**src/rtl/game_sequencer.sv**
```systemverilog
// game_sequencer: snake game state machine, frame-to-step pacing and 2-entry direction queue
// Ports: clk, reset (async active-low), frame_end, dir_btn[3:0] one-hot presses,
//        start_btn, game_over, game_won -> step pulse, direction[1:0], logic_clear pulse, state[2:0]
module game_sequencer #(
    parameter int FRAMES_PER_STEP = 4
) (
    input  logic       clk,
    input  logic       reset,
    input  logic       frame_end,
    input  logic [3:0] dir_btn,
    input  logic       start_btn,
    input  logic       game_over,
    input  logic       game_won,
    output logic       step,
    output logic [1:0] direction,
    output logic       logic_clear,
    output logic [2:0] state
);
    typedef enum logic [2:0] {IDLE = 3'd0, PLAY = 3'd1, PAUSE = 3'd2, OVER = 3'd3, WON = 3'd4} state_t;
    localparam logic [3:0] LAST = 4'(FRAMES_PER_STEP - 1);
    state_t cur, nxt;
    logic [3:0] cnt, cnt_nxt;
    logic [1:0] q0, q1, q0_nxt, q1_nxt, qn, qn_nxt, qn_pop, dir_nxt, press, ref_dir;
    logic       rdy, start, play, onehot, accept, fire, pop, clear_nxt;
    assign state = cur;
    always_comb begin
        // rdy masks start_btn on the first edge after reset release
        start     = start_btn & rdy;
        play      = cur == PLAY;
        onehot    = dir_btn != 4'd0 && (dir_btn & (dir_btn - 4'd1)) == 4'd0;
        press     = dir_btn[1] ? 2'd1 : dir_btn[2] ? 2'd2 : dir_btn[3] ? 2'd3 : 2'd0;
        ref_dir   = qn == 2'd0 ? direction : qn == 2'd1 ? q0 : q1;
        accept    = play && onehot && qn != 2'd2 && press != ref_dir && press != (ref_dir ^ 2'b10);
        fire      = play && frame_end && cnt == LAST && !game_over && !game_won && !start;
        pop       = fire && qn != 2'd0;
        qn_pop    = qn - {1'b0, pop};
        dir_nxt   = pop ? q0 : direction;
        q0_nxt    = pop ? q1 : q0;
        q1_nxt    = q1;
        if (accept) begin
            if (qn_pop == 2'd0) q0_nxt = press;
            else q1_nxt = press;
        end
        qn_nxt    = qn_pop + {1'b0, accept};
        cnt_nxt   = play && frame_end ? (cnt == LAST ? 4'd0 : cnt + 4'd1) : cnt;
        clear_nxt = 1'b0;
        nxt       = cur;
        if (play && game_won) nxt = WON;
        else if (play && game_over) nxt = OVER;
        else if (start) begin
            if (cur == IDLE) begin
                nxt       = PLAY;
                clear_nxt = 1'b1;
                cnt_nxt   = 4'd0;
                qn_nxt    = 2'd0;
                dir_nxt   = 2'd2;
            end else nxt = cur == PLAY ? PAUSE : cur == PAUSE ? PLAY : IDLE;
        end
    end
    always_ff @(posedge clk or negedge reset) begin
        if (!reset) begin
            cur         <= IDLE;
            direction   <= 2'd2;
            step        <= 1'b0;
            logic_clear <= 1'b0;
            cnt         <= 4'd0;
            q0          <= 2'd0;
            q1          <= 2'd0;
            qn          <= 2'd0;
            rdy         <= 1'b0;
        end else begin
            cur         <= nxt;
            direction   <= dir_nxt;
            step        <= fire;
            logic_clear <= clear_nxt;
            cnt         <= cnt_nxt;
            q0          <= q0_nxt;
            q1          <= q1_nxt;
            qn          <= qn_nxt;
            rdy         <= 1'b1;
        end
    end
endmodule

```
**config.mk**
```make
export PLATFORM = sky130hd
export DESIGN_NAME = game_sequencer
export DESIGN_NICKNAME = d
export VERILOG_FILES = /design/src/rtl/game_sequencer.sv
export SDC_FILE = /design/constraint.sdc
export NUM_CORES = 1
export LEC_CHECK = 0
export BUFFER_PORTS_ARGS = -buffer_cell sky130_fd_sc_hd__buf_4
export CORE_MARGIN = 2
export CORE_UTILIZATION = 49
export CTS_CLUSTER_DIAMETER = 200
export DETAILED_ROUTE_END_ITERATION = 16
export PLACE_DENSITY_LB_ADDON = 0.2
export SLEW_MARGIN = 40
export SYNTH_ARGS = -nofsm -noshare
export SYNTH_HDL_FRONTEND = slang
export SYNTH_SLANG_ARGS = --single-unit
```
**constraint.sdc**
```tcl
create_clock -name clk -period 2.4 [get_ports clk]
set_input_delay 0.48 -clock clk [delete_from_list [all_inputs] [get_ports clk]]
set_output_delay 0.48 -clock clk [all_outputs]
set_load 0.02 [all_outputs]
```
==> impl_metrics.py <==
metrics = {
    "place": {
        "place_inst": 150,
        "io_buffer_count": 16,
        "dp_hpwl_mm": 1.618,
        "place_congestion": 0.8579,
        "place_ws_ns": -0.01581,
        "place_area_um2": 1277,
    },
    "cts": {
        "cts.clk_slew.worst_paths_ns": 0.11,
        "clk_latency_ns": 0.29,
        "holdBufCountCts": 0,
        "cts_made_buffers": 3,
        "root_buffer": "clkbuf_4",
        "cts_max_level": 1,
        "clock_sinks": 18,
        "cts_buffer_depth": 2,
        "tritoncts": "built",
    },
    "drt": {
        "drc_errors": 0,
        "routed_wl_mm": 2.136,
        "drt_iter0_drc": 3,
        "wire_per_inst_um": 13.69,
        "ant_nets": 0,
        "viasPerCell": 5.474,
        "num_vias": 854,
        "drt_pass1_iterations": 4,
    },
    "finish": {
        "post_route_cells_drive_above_1_share": 0.3411,
        "final.fill_count": 155,
        "diodes": 0,
        "final_cell_area_um2": 1346,
        "fin_cells": 156,
        "post-route-util": 0.6658,
        "final_nets": 143,
        "area_delta_synth_final_pct": 25.12,
    },
    "timing": {
        "period_needed_ns": 2.271,
        "hold_viol_final": 0,
        "finalSetupViolations": 0,
        "grt_setup_unrepaired": "no",
        "min_period_over_period": 0.9461,
        "clock.fmax_mhz": 440.4,
        "maxSlewViolCount": 0,
        "clock_skew_ns": 0.003136,
        "fin_ws_ns": 0.1293,
    },
    "floorplan": {
        "die_area_um2": 2587,
        "ioPinCount": 17,
        "die_w_um": 50.86,
        "core_um2": 2022,
        "start_util": 0.5322,
        "die_h_um": 50.86,
        "rows": 16,
    },
    "synthesis": {
        "synth_cells": 102,
        "synthTopCellsByArea": "dfrtp_1 (40%), mux2i_1 (8.4%), ha_1 (3.5%), nand2_1 (3.5%), inv_1 (2.8%)",
        "async_flop_share": 1.000,
        "ys_ff_latch": 18,
        "synthFlopType": "dfrtp_1",
        "syn-cell-area_um2": 1076,
        "yosysSeqAreaShare": 0.4198,
        "synth_nets": 115,
        "yosysUniqueCellTypes": 40,
        "ys_warn_count": 0,
        "syn_avg_cell_area_um2": 10.55,
        "synth_top_area_frac": 0.3953,
        "yosys.area.top_type": "dfrtp_1",
        "synth-edff-count": 0,
    },
    "worst_setup_path": {
        "r2r_start": "state[2]",
        "arrival_ns": 2.49,
        "rr_endpoint": "q1[1]",
        "cp_data_required_time_ns": 2.61,
        "reg2reg_depth": 8,
        "path_max_fanout": 2,
        "r2r_slack_ns": 0.13,
        "critPathCaptureType": "flip-flop",
        "cp-start-kind": "flip-flop",
        "critical_path_class": "flip-flop to flip-flop",
    },
    "grt": {
        "overflow": 0,
        "antenna_found_initial": 0,
        "grt_pass1_vias": 857,
        "grt_pass1_wl_mm": 3.815,
        "gr-usage-all-layers": 0.1971,
        "grt_max_degree": 19,
    },
    "power_and_ir_drop": {
        "pwr-share-comb": 0.471,
        "switching_share": 0.3833,
        "power.internal_mw": 0.7930,
        "leakagePower_nw": 0.6126,
        "irDropWorstVdd_uv": 654.1,
        "powerDensity_nw_per_um2": 955.2,
        "clockPowerShare": 0.146,
        "finalPower_mw": 1.286,
        "p_seq_frac": 0.384,
        "switchingPower_mw": 0.4929,
    },
    "run": {
        "max_cap_viol_count": 0,
    },
    "hold_path": {
        "hp-class": "input port to asynchronous set/reset pin",
    },
    "outcome": {
        "status": "finished clean",
    },
}
-- cell usage after synthesis, drive strengths merged (2+ instances only) --
library cell   n
xnor2          2
buf            2
nand2         10
nand2b         2
xor2           3
dfrtp         17
inv            8
ha             3
nor2           4
nand4          2
o21ai          2
nand4bb        2
nor4           2
nor2b          3
mux2i          9
nor4b          3
a21oi          5
nor3           3
and4bb         2
-- worst max-delay path, stage by stage (launching register included) --
cell,delay (ns)
dfrtp_2,0.42
nand4bb_4,0.22
or2_2,0.33
nor3_2,0.19
ha_2,0.23
xor2_2,0.17
o211ai_1,0.09
and4bb_2,0.34
mux2i_1,0.20
-- flip-flops by register name, summed over array words and instances (netlist names) --
name	flops
cnt	4
direction	2
logic_clear	1
q0	2
q1	2
qn	2
rdy	1
state	3
step	1
-- logic make-up after synthesis --
group           count (synthesis)  share of synthesized area
mux                             9                    0.08372
flops                          18                     0.4198
other cells                     1                   0.003485
buf+inv                        10                    0.04302
fa+ha+maj                       3                    0.03489
compound gates                 16                     0.1023
xor+xnor                        5                    0.04071
simple gates                   40                     0.2721
-- layout by cell type, fill, tap and decap left out, types with 3 or more instances in the layout --
cell type and count:
nor4b_1 3, nand2_1 10, clkbuf_4 3, dfrtp_1 16, mux2i_1 9, nor2_1 4, inv_1 8, nor2b_1 3
buf_4 25, a21oi_1 5
-- metal layers --
layer  GRT usage  vias to the layer above  wire (um)
li1            -                      421          -
met1      0.2591                      411        951
met2      0.3289                       20       1083
met3     0.01754                        2         74
met4     0.09459                        0         27
met5           0                        -          0
-- how the worst max path moves through the flow --
| stage | from | to | slack (ns) | cells after the start |
|---|---|---|---|---|
| CTS | cnt[0] | q1[1] | 0.02 | 8 |
| floorplan | state[2] | q1[1] | 0.01 | 9 |
| global placement | start_btn | q1[1] | 0.04 | 9 |
| global route | state[2] | q1[1] | 0.01 | 8 |
| finish | state[2] | q1[1] | 0.13 | 8 |
| detailed placement | start_btn | q1[1] | -0.02 | 9 |
-- area by class of cell --
type	count	area [um^2]	area share
inverters	8	30.03	0.02230
well taps	27	33.78	0.02509
repair buffers	25	187.7	0.1394
multi-input cells	74	605.6	0.4498
flip-flops and latches	18	452.9	0.3364
clock buffers	4	36.28	0.02695
-- timing repair --
action	CTS	global route
setup endpoints to repair	0	4
endpoints found under the hold margin	0	0
setup buffers	0	2
resized for setup	0	3
-- power by group through the flow --
stage	clock network [mW]	logic, mW	registers [mW]
2_1_floorplan	0	0.363	0.516
3_3_place_gp	0	0.554	0.490
3_5_place_dp	0	0.578	0.495
4_1_cts	0.194	0.580	0.488
5_1_grt	0.205	0.675	0.508
6_report	0.187	0.605	0.494
-- metrics by stage --
step                      TNS [ns]  hold WS [ns]
final                            0       0.03631
after global routing             0       0.03948
after CTS                        0       0.03515
after detailed placement  -0.01581        0.3646
after global placement           0        0.3589
after floorplan                  0        0.1844
Note: power is estimated with default switching activity, not from simulation.
